$ cat src/rtl/moving_avg_ctrl.sv
// Sequencer in front of one moving-average engine: paces samples, owns engine reset.
// Define MAVG_CTRL_WARMUP_PASS_EN to also forward partial-window results in FILL.
module moving_avg_ctrl #(
  parameter int FIFO_ADDR_WIDTH = 10,
  parameter int DIN_WIDTH       = 16,
  parameter int MIN_GAP         = 2,
  parameter int RST_CYCLES      = 4,
  parameter int RESP_TIMEOUT    = 16
) (
  input  logic                   clk,
  input  logic                   rst,
  input  logic                   flush,
  input  logic [DIN_WIDTH-1:0]   s_data,
  input  logic                   s_valid,
  output logic                   s_ready,
  output logic                   eng_rstn,
  output logic [DIN_WIDTH-1:0]   eng_din,
  output logic                   eng_din_valid,
  input  logic [DIN_WIDTH-1:0]   eng_avg,
  input  logic                   eng_avg_valid,
  input  logic [DIN_WIDTH-1:0]   eng_ac,
  output logic [DIN_WIDTH-1:0]   m_avg,
  output logic [DIN_WIDTH-1:0]   m_ac,
  output logic                   m_valid,
  output logic                   win_full,
  output logic [FIFO_ADDR_WIDTH:0] fill_cnt,
  output logic                   err_timeout
);

  localparam int RW = $clog2(RST_CYCLES + 1);
  localparam int GW = $clog2(MIN_GAP + 1);
  localparam int TW = $clog2(RESP_TIMEOUT + 1);

  localparam logic [RW-1:0] RST_LAST = RW'(RST_CYCLES - 1);
  localparam logic [GW-1:0] GAP_LOAD = GW'(MIN_GAP - 1);
  localparam logic [TW-1:0] TO_LAST  = TW'(RESP_TIMEOUT - 1);
  localparam logic [FIFO_ADDR_WIDTH:0] FULL =
    {1'b1, {FIFO_ADDR_WIDTH{1'b0}}};
  localparam logic [FIFO_ADDR_WIDTH:0] LAST =
    {1'b0, {FIFO_ADDR_WIDTH{1'b1}}};

  typedef enum logic [1:0] {
    ENG_RST,
    FILL,
    RUN
  } state_t;

  state_t state_q, state_d;

  logic [RW-1:0] rst_cnt;
  logic [GW-1:0] gap_cnt;
  logic [TW-1:0] to_cnt;
  logic          outstanding;
  logic          accept;
  logic          resp;
  logic          timeout;
  logic          fill_last;
  logic          fwd;
  logic          restart;

  assign fill_last = fill_cnt == LAST;
  assign s_ready   = (state_q == FILL || state_q == RUN)
                  && !outstanding && gap_cnt == '0 && !flush;
  assign accept    = s_valid && s_ready;
  assign resp      = eng_avg_valid && outstanding && !flush;
  assign timeout   = outstanding && !eng_avg_valid && !flush
                  && to_cnt == TO_LAST;
  assign eng_rstn  = state_q != ENG_RST;
  assign win_full  = state_q == RUN;
  assign restart   = state_q == ENG_RST || state_d == ENG_RST;

`ifdef MAVG_CTRL_WARMUP_PASS_EN
  assign fwd = resp;
`else
  assign fwd = resp && (state_q == RUN || fill_last);
`endif

  always_comb begin
    state_d = state_q;
    unique case (state_q)
      ENG_RST: if (rst_cnt == RST_LAST) state_d = FILL;
      FILL:    if (resp && fill_last) state_d = RUN;
      RUN:     state_d = RUN;
      default: state_d = ENG_RST;
    endcase
    if (flush || timeout) state_d = ENG_RST;
  end

  always_ff @(posedge clk) begin
    if (rst) state_q <= ENG_RST;
    else     state_q <= state_d;
  end

  always_ff @(posedge clk) begin
    if (rst) begin
      rst_cnt       <= '0;
      gap_cnt       <= '0;
      to_cnt        <= '0;
      outstanding   <= 1'b0;
      fill_cnt      <= '0;
      err_timeout   <= 1'b0;
      eng_din       <= '0;
      eng_din_valid <= 1'b0;
      m_avg         <= '0;
      m_ac          <= '0;
      m_valid       <= 1'b0;
    end else begin
      eng_din_valid <= accept;
      m_valid       <= fwd;
      if (accept) eng_din <= s_data;
      if (fwd) begin
        m_avg <= eng_avg;
        m_ac  <= eng_ac;
      end
      if (timeout) err_timeout <= 1'b1;
      if (restart) begin
        // stay in ENG_RST counts up; any fresh entry restarts the count
        rst_cnt     <= (state_q == ENG_RST && state_d == ENG_RST && !flush)
                     ? rst_cnt + 1'b1 : '0;
        gap_cnt     <= '0;
        to_cnt      <= '0;
        outstanding <= 1'b0;
        fill_cnt    <= '0;
      end else begin
        if (accept) begin
          outstanding <= 1'b1;
          gap_cnt     <= GAP_LOAD;
          to_cnt      <= '0;
        end else begin
          if (gap_cnt != '0) gap_cnt <= gap_cnt - 1'b1;
          if (resp)             outstanding <= 1'b0;
          else if (outstanding) to_cnt <= to_cnt + 1'b1;
        end
        if (resp && fill_cnt != FULL) fill_cnt <= fill_cnt + 1'b1;
      end
    end
  end

endmodule

$ cat config.mk
export PLATFORM = sky130hd
export DESIGN_NAME = moving_avg_ctrl
export DESIGN_NICKNAME = d
export VERILOG_FILES = /design/src/rtl/moving_avg_ctrl.sv
export SDC_FILE = /design/constraint.sdc
export NUM_CORES = 1
export LEC_CHECK = 0
export CORE_MARGIN = 2
export CORE_UTILIZATION = 39
export DETAILED_ROUTE_END_ITERATION = 10
export HOLD_SLACK_MARGIN = 0.06
export PLACE_DENSITY = 0.79
export SETUP_SLACK_MARGIN = 0.2
export SYNTH_ARGS = -nofsm -noshare
export SYNTH_HDL_FRONTEND = slang
export SYNTH_SLANG_ARGS = --single-unit
$ cat constraint.sdc
create_clock -name clk -period 1.74 [get_ports clk]
set_input_delay 0.435 -clock clk [delete_from_list [all_inputs] [get_ports clk]]
set_output_delay 0.435 -clock clk [all_outputs]
set_load 0.01 [all_outputs]
==> results of run 1 <==
-- flip-flops by register name, summed over array words and instances (netlist names) --
register,flops
eng_din,16
m_avg,16
outstanding,1
fill_cnt,11
m_valid,1
err_timeout,1
gap_cnt,2
eng_din_valid,1
state_q,2
to_cnt,5
m_ac,16
rst_cnt,3
-- Yosys cell counts (2+ instances only) --
| cell | n | share of area |
|---|---|---|
| nand4_1 | 3 | 0.0062 |
| clkbuf_1 | 10 | 0.012 |
| mux2i_1 | 3 | 0.0099 |
| nor3_1 | 6 | 0.0099 |
| a21oi_1 | 54 | 0.089 |
| ha_1 | 11 | 0.045 |
| nor3b_1 | 2 | 0.0049 |
| nor2_1 | 30 | 0.037 |
| buf_2 | 2 | 0.0033 |
| and3_1 | 3 | 0.0062 |
| nand3b_1 | 2 | 0.0049 |
| inv_1 | 13 | 0.016 |
| nand3_1 | 5 | 0.0082 |
| xor2_1 | 3 | 0.0087 |
| dfxtp_1 | 75 | 0.49 |
| xnor2_1 | 10 | 0.029 |
| buf_4 | 3 | 0.0074 |
| nand2_1 | 101 | 0.12 |
| and3b_1 | 2 | 0.0058 |
| a21o_1 | 2 | 0.0049 |
| a32o_1 | 2 | 0.0066 |
-- final timing paths --
kind | from | end | slack (ns) | depth (start not counted)
min | rst | err_timeout$_SDFFE_PP0P_ | 0.34 | 2
min reg2reg | m_ac[12]$_SDFFE_PP0P_ | m_ac[12]$_SDFFE_PP0P_ | 0.45 | 2
max | to_cnt[1]$_SDFFE_PP0P_ | rst_cnt[2]$_SDFFE_PP0P_ | -0.17 | 9
max reg2reg | to_cnt[1]$_SDFFE_PP0P_ | rst_cnt[2]$_SDFFE_PP0P_ | -0.17 | 9
-- power groups by stage --
stage	logic, mW	clock network, mW	registers (mW)
2_1_floorplan	0.0303	0	1.76
3_3_place_gp	0.162	0	1.76
3_5_place_dp	0.165	0	1.76
4_1_cts	0.165	1.39	1.72
5_1_grt	0.183	1.45	1.72
6_report	0.171	1.35	1.72
-- per-stage QoR --
stage	setup slack (ns)	util
detailed placement	-0.481	0.613
CTS	-0.149	0.659
finish	-0.173	0.683
global placement	-0.439	0.613
floorplan	0.0167	-
global route	-0.246	0.683
-- worst max-delay path, cell delays in order (launching register included) --
cell and delay, ns:
dfxtp_2 0.35, ha_4 0.16, and3_4 0.15, ha_4 0.15, nand3b_1 0.14, o2111a_1 0.24
a21boi_4 0.26, buf_6 0.13, nor3b_2 0.04, a32o_1 0.19
-- final cells by class --
class                      instances  area, um2  share of cell area
inverter                          13       48.8             0.00934
tap                              102        128              0.0244
multi-input combinational        259       1660               0.317
clock inverter                     2       13.8             0.00263
sequential                        75       1520               0.292
timing repair buffer             172       1660               0.318
clock buffer                      13        191              0.0366
-- layer usage --
layer,vias up,global-route usage,part of all wire
li1,1535,-,-
met1,1461,0.219,0.43
met2,75,0.368,0.51
met3,13,0.0526,0.048
met4,0,0.0796,0.017
met5,-,0,0
-- kinds of logic after synthesis --
| group | share of synthesized area |
|---|---|
| DFF | 0.494 |
| xor gates and xnor gates | 0.0375 |
| muxes | 0.00989 |
| adders and majority gates | 0.0453 |
| buffers and inverters | 0.0441 |
| AOI/OAI and AO/OA | 0.134 |
| and+or+nand+nor | 0.235 |
-- layout by cell type, fill, tap and decap left out, drive strengths merged, types with 2 or more instances in the layout --
cell	instances
nand2	101
dfxtp	75
dlygate4sd2	59
buf	56
a21oi	54
clkdlybuf4s50	49
nor2	30
clkbuf	18
inv	14
ha	11
xnor2	10
nor3	6
nand3	5
nand4	3
xor2	3
mux2i	3
clkdlybuf4s15	3
and3	3
and2	3
nand3b	3
o21ai	3
and3b	2
a32o	2
nor4	2
a21o	2
nor3b	2
-- timing repair --
action,4_1_cts,5_1_grt
setup buffers,5,2
setup endpoints to repair,138,79
gates cloned,3,5
pin swaps,22,3
hold buffers,0,0
gates resized for setup,117,28
==> reports/metrics.csv, run 1 <==
stage,metric,value,unit
floorplanning,rows,32,
placed_design,dp.cells,606,
detailed_routing,first_pass_iters,5,
detailed_routing,drc,0,
floorplanning,die-height,92.3,um
logic_synthesis,synth_edf_count,0,
logic_synthesis,postSynthAreaPerCell,8.39,um2
cells_and_area,fin_area,5230,um2
pwr,power.leakage,2.19,nW
worst_setup_path,cp.arrival,2.14,ns
cts,clockBufferDepth,2,
grt,grt_max_degree,53,
worst_setup_path,critPathRequiredTime,1.97,ns
logic_synthesis,syn-num-nets,426,
cts,insertion_delay,0.34,ns
cts,root_buffer,clkbuf_8,
cells_and_area,final_cells,636,
worst_setup_path,cp-end-kind,flop,
logic_synthesis,synth_ff_type,dfxtp_1,
hold_path,hp-class,in2reg,
placed_design,portBuffers,117,
timing,hold_violations,0,
cells_and_area,drive_above_1_share,0.245,
logic_synthesis,synth_cells,362,
placed_design,postPlaceCellArea,4680,um2
logic_synthesis,syn_area,3040,um2
grt,grt_pass1_vias,2979,
timing,setup_slack,-0.173,ns
detailed_routing,first_iter_violations,50,
pwr,peakVddDrop,0.460,mV
status,violations,setup timing,
worst_setup_path,cp_max_fo,3,
job,drv_cap,0,
timing,worst_slew_pin_slew,0.543,ns
pwr,power.total,3.24,mW
timing,period_needed,1.91,ns
pwr,p_sw,680,uW
placed_design,place_congestion,0.830,
grt,grt.overflow.total,0,
pwr,combPwrFrac,0.053,
floorplanning,fp.coreArea,7650,um2
timing,setup_viol,38,
worst_setup_path,critPathKind,reg2reg,
timing,fin_tns_setup,-4.37,ns
cells_and_area,fill_cells,644,
floorplanning,die_area,8510,um2
cts,cts_made_buffers,9,
grt,antenna_found_initial,0,
pwr,p_seq_frac,0.530,
logic_synthesis,synth_cell_types,41,
logic_synthesis,synth-seq-cells,75,
placed_design,hpwl,5780,um
detailed_routing,routed_wl,9120,um
logic_synthesis,synth-async-reset-ratio,0,
status,status,"complete, but fails checks",
floorplanning,initial_core_util,0.397,
logic_synthesis,yosys_warnings,0,
timing,finalMaxSlewViolations,0,
floorplanning,ios,118,
pwr,pwr-share-clk,0.418,
cts,cts_max_level,3,
cells_and_area,final_nets,594,
worst_setup_path,cp-start-kind,flop,
logic_synthesis,synth.yosys.seq_area_share,0.494,
cells_and_area,syn_to_final_growth,72.0,%
pwr,powerDensity,620,nW/um2
timing,worst_hold_slack,0.337,ns
grt,grt_pass1_wl,13600,um
pwr,p_int,2.56,mW
detailed_routing,via_per_inst,4.85,
timing,max_freq,0.523,GHz
detailed_routing,wl_per_cell,14.3,um
detailed_routing,vias,3084,
cts,cts_tree,built,
timing,fin_crit_sh,1.10,
timing,rsz0062_at_grt,true,
timing,clock-skew-final,0.0149,ns
pwr,switching_share,0.210,
cts,numClockSinks,75,
cts,clkSlewWorstSetupHoldPaths,0.08,ns
grt,grt.total_usage,0.201,
cells_and_area,antenna_cells,0,
timing,maxSlewHeadroom,0.638,
detailed_routing,drtAntennaViolNets,0,
floorplanning,die_width,92.3,um
Power figures use the tool's default switching activity.
==> run 2, diff against run 1 <==
--- a/config.mk
+++ b/config.mk
@@ -11,6 +11,7 @@
 export HOLD_SLACK_MARGIN = 0.06
 export PLACE_DENSITY = 0.79
 export SETUP_SLACK_MARGIN = 0.2
+export SKIP_LAST_GASP = 1
 export SYNTH_ARGS = -nofsm -noshare
 export SYNTH_HDL_FRONTEND = slang
 export SYNTH_SLANG_ARGS = --single-unit
==> reports/metrics.csv, run 2 (same netlist as run 1, synthesis figures left out) <==
stage,metric,value,unit,change
status,status,"complete, but fails checks",,
status,violations,setup timing,,
placed_design,portBuffers,117,,unchanged
worst_setup_path,worst-r2r-setup-slack,-0.17,ns,about the same
detailed_routing,first_pass_iters,4,,-1
cts,cts_tree,built,,
cts,clockBufferDepth,2,,unchanged
pwr,peakVddDrop,0.449,mV,-2.4%
detailed_routing,drtAntennaViolNets,0,,unchanged
grt,antenna_found_initial,0,,unchanged
worst_setup_path,r2r_end,rst_cnt[1]$_SDFFE_PP0P_,,
timing,setup_viol,45,,+18%
worst_setup_path,critPathKind,reg2reg,,
cts,clkSlewWorstSetupHoldPaths,0.08,ns,about the same
timing,hold_violations,0,,unchanged
cells_and_area,drive_above_1_share,0.236,,-0.00936
grt,grt.total_usage,0.200,,-0.000695
timing,rsz0062_at_grt,true,,
timing,clock-skew-final,0.0125,ns,-0.00241 ns
pwr,power.leakage,2.20,nW,+0.44%
floorplanning,die_area,8510,um2,unchanged
cts,root_buffer,clkbuf_8,,
cells_and_area,fill_cells,643,,-0.16%
worst_setup_path,critPathRequiredTime,1.97,ns,about the same
timing,fin_crit_sh,1.10,,about the same
worst_setup_path,cpPeakStageDelay,0.35,ns,about the same
detailed_routing,first_iter_violations,51,,+2.0%
worst_setup_path,cpLargestDelayFamily,compound AO/OA/AOI/OAI gates,,
hold_path,hold_end,err_timeout$_SDFFE_PP0P_,,
cts,numClockSinks,75,,unchanged
placed_design,hpwl,5780,um,unchanged
timing,worst_slew_pin_slew,0.547,ns,+0.00414 ns
floorplanning,fp.coreArea,7650,um2,unchanged
cts,insertion_delay,0.34,ns,about the same
floorplanning,rows,32,,unchanged
worst_setup_path,reg2reg_from,to_cnt[1]$_SDFFE_PP0P_,,
worst_setup_path,ff2ff_path_depth,8,,-1
hold_path,hp-class,in2reg,,
worst_setup_path,critical_path.startpoint,to_cnt[1]$_SDFFE_PP0P_,,
cts,cts_made_buffers,9,,unchanged
timing,setup_slack,-0.173,ns,-0.000338 ns
detailed_routing,routed_wl,8830,um,-3.2%
placed_design,dpl_worst_slack,-0.481,ns,unchanged
grt,grt_max_degree,53,,unchanged
cells_and_area,final_nets,594,,unchanged
cells_and_area,mostFrequentLayoutCells,"100 x nand2_1, 63 x dfxtp_1, 59 x dlygate4sd2_1",,
detailed_routing,drc,0,,unchanged
floorplanning,initial_core_util,0.397,,unchanged
worst_setup_path,critical_path_buf_inv_count,0,,-1
hold_path,worstHoldStart,rst,,
grt,grt_pass1_vias,3001,,+0.74%
grt,grt.overflow.total,0,,unchanged
cts,cts_max_level,3,,unchanged
timing,period_needed,1.91,ns,+0.000338 ns
worst_setup_path,cp.arrival,2.14,ns,about the same
pwr,powerDensity,624,nW/um2,+0.67%
grt,grt_pass1_wl,13500,um,-0.30%
cells_and_area,final_common_cell,nand2_1,,
worst_setup_path,cp-end-kind,flop,,
worst_setup_path,slowest_stage,dfxtp_2,,
timing,fin_tns_setup,-4.89,ns,-0.523 ns
timing,maxSlewHeadroom,0.635,,-0.00276
placed_design,place_congestion,0.830,,unchanged
timing,max_freq,0.523,GHz,about the same
worst_setup_path,cp_max_fo,4,,+1
hold_path,whs_path_depth,2,,unchanged
detailed_routing,wl_per_cell,13.9,um,-3.2%
detailed_routing,vias,3090,,+0.19%
detailed_routing,via_per_inst,4.86,,+0.19%
cells_and_area,syn_to_final_growth,70.4,%,
worst_setup_path,worstPathCellList,"ha_4, and3_4, ha_4, nand3b_1, o2111a_1, a21bo_4, and3_4, a32o_1",,
floorplanning,ios,118,,unchanged
worst_setup_path,cp-start-kind,flop,,
job,drv_cap,0,,unchanged
pwr,power.total,3.23,mW,-0.27%
cells_and_area,antenna_cells,0,,unchanged
cells_and_area,top_regs,"eng_din (16), m_ac (16), m_avg (16)",,
cts,hold_buffers,0,,unchanged
timing,finalMaxSlewViolations,0,,unchanged
floorplanning,die-height,92.3,um,unchanged
floorplanning,die_width,92.3,um,unchanged
-- run 2: area by class of cell --
| type | instances | area [um2] | share of cell area |
|---|---|---|---|
| Clock buffer | 13 | 191 | 0.0370 |
| Clock inverter | 2 | 13.8 | 0.00266 |
| Inverter | 13 | 48.8 | 0.00942 |
| Multi-Input combinational cell | 259 | 1630 | 0.315 |
| Sequential cell | 75 | 1520 | 0.294 |
| Tap cell | 102 | 128 | 0.0246 |
| Timing Repair Buffer | 172 | 1640 | 0.317 |
-- run 2: how the worst max path moves through the flow --
stage	endpoint	slack, ns	cells after the start
3_3_place_gp	fill_cnt[9]$_SDFFE_PP0P_	-0.44	7
5_1_grt	to_cnt[0]$_SDFFE_PP0P_	-0.22	9
4_1_cts	to_cnt[0]$_SDFFE_PP0P_	-0.15	9
2_1_floorplan	rst_cnt[1]$_SDFFE_PP0P_	0.02	8
6_report	rst_cnt[1]$_SDFFE_PP0P_	-0.17	8
3_5_place_dp	fill_cnt[9]$_SDFFE_PP0P_	-0.48	7
-- run 2: metal layers --
| layer | GRT usage | vias up | part of all wire |
|---|---|---|---|
| met4 | 0.0958 | 0 | 0.026 |
| met1 | 0.217 | 1453 | 0.42 |
| met3 | 0.0542 | 20 | 0.052 |
| li1 | - | 1537 | - |
| met5 | 0 | - | 0 |
| met2 | 0.359 | 80 | 0.50 |
-- run 2: through the flow --
| stage | hold slack, ns | cells | instance area (um2) | util |
|---|---|---|---|---|
| floorplan | 0.452 | 362 | 3150 | - |
| global placement | 0.437 | 606 | 4680 | 0.613 |
| detailed placement | 0.442 | 606 | 4680 | 0.613 |
| CTS | 0.325 | 629 | 5020 | 0.656 |
| global route | 0.323 | 636 | 5180 | 0.677 |
| finish | 0.334 | 636 | 5180 | 0.677 |
-- run 2: power by group --
group	total, mW	internal, mW	switching (mW)
clock network	1.35	0.727	0.619
registers	1.72	1.71	0.00253
logic	0.169	0.118	0.0510
-- run 2: timing repair --
| action | in CTS | in global routing |
|---|---|---|
| endpoints found under the setup margin | 138 | 79 |
| resized for setup | 110 | 26 |
| setup buffers | 5 | 3 |
| gates cloned | 3 | 4 |
| pin swaps | 20 | 3 |
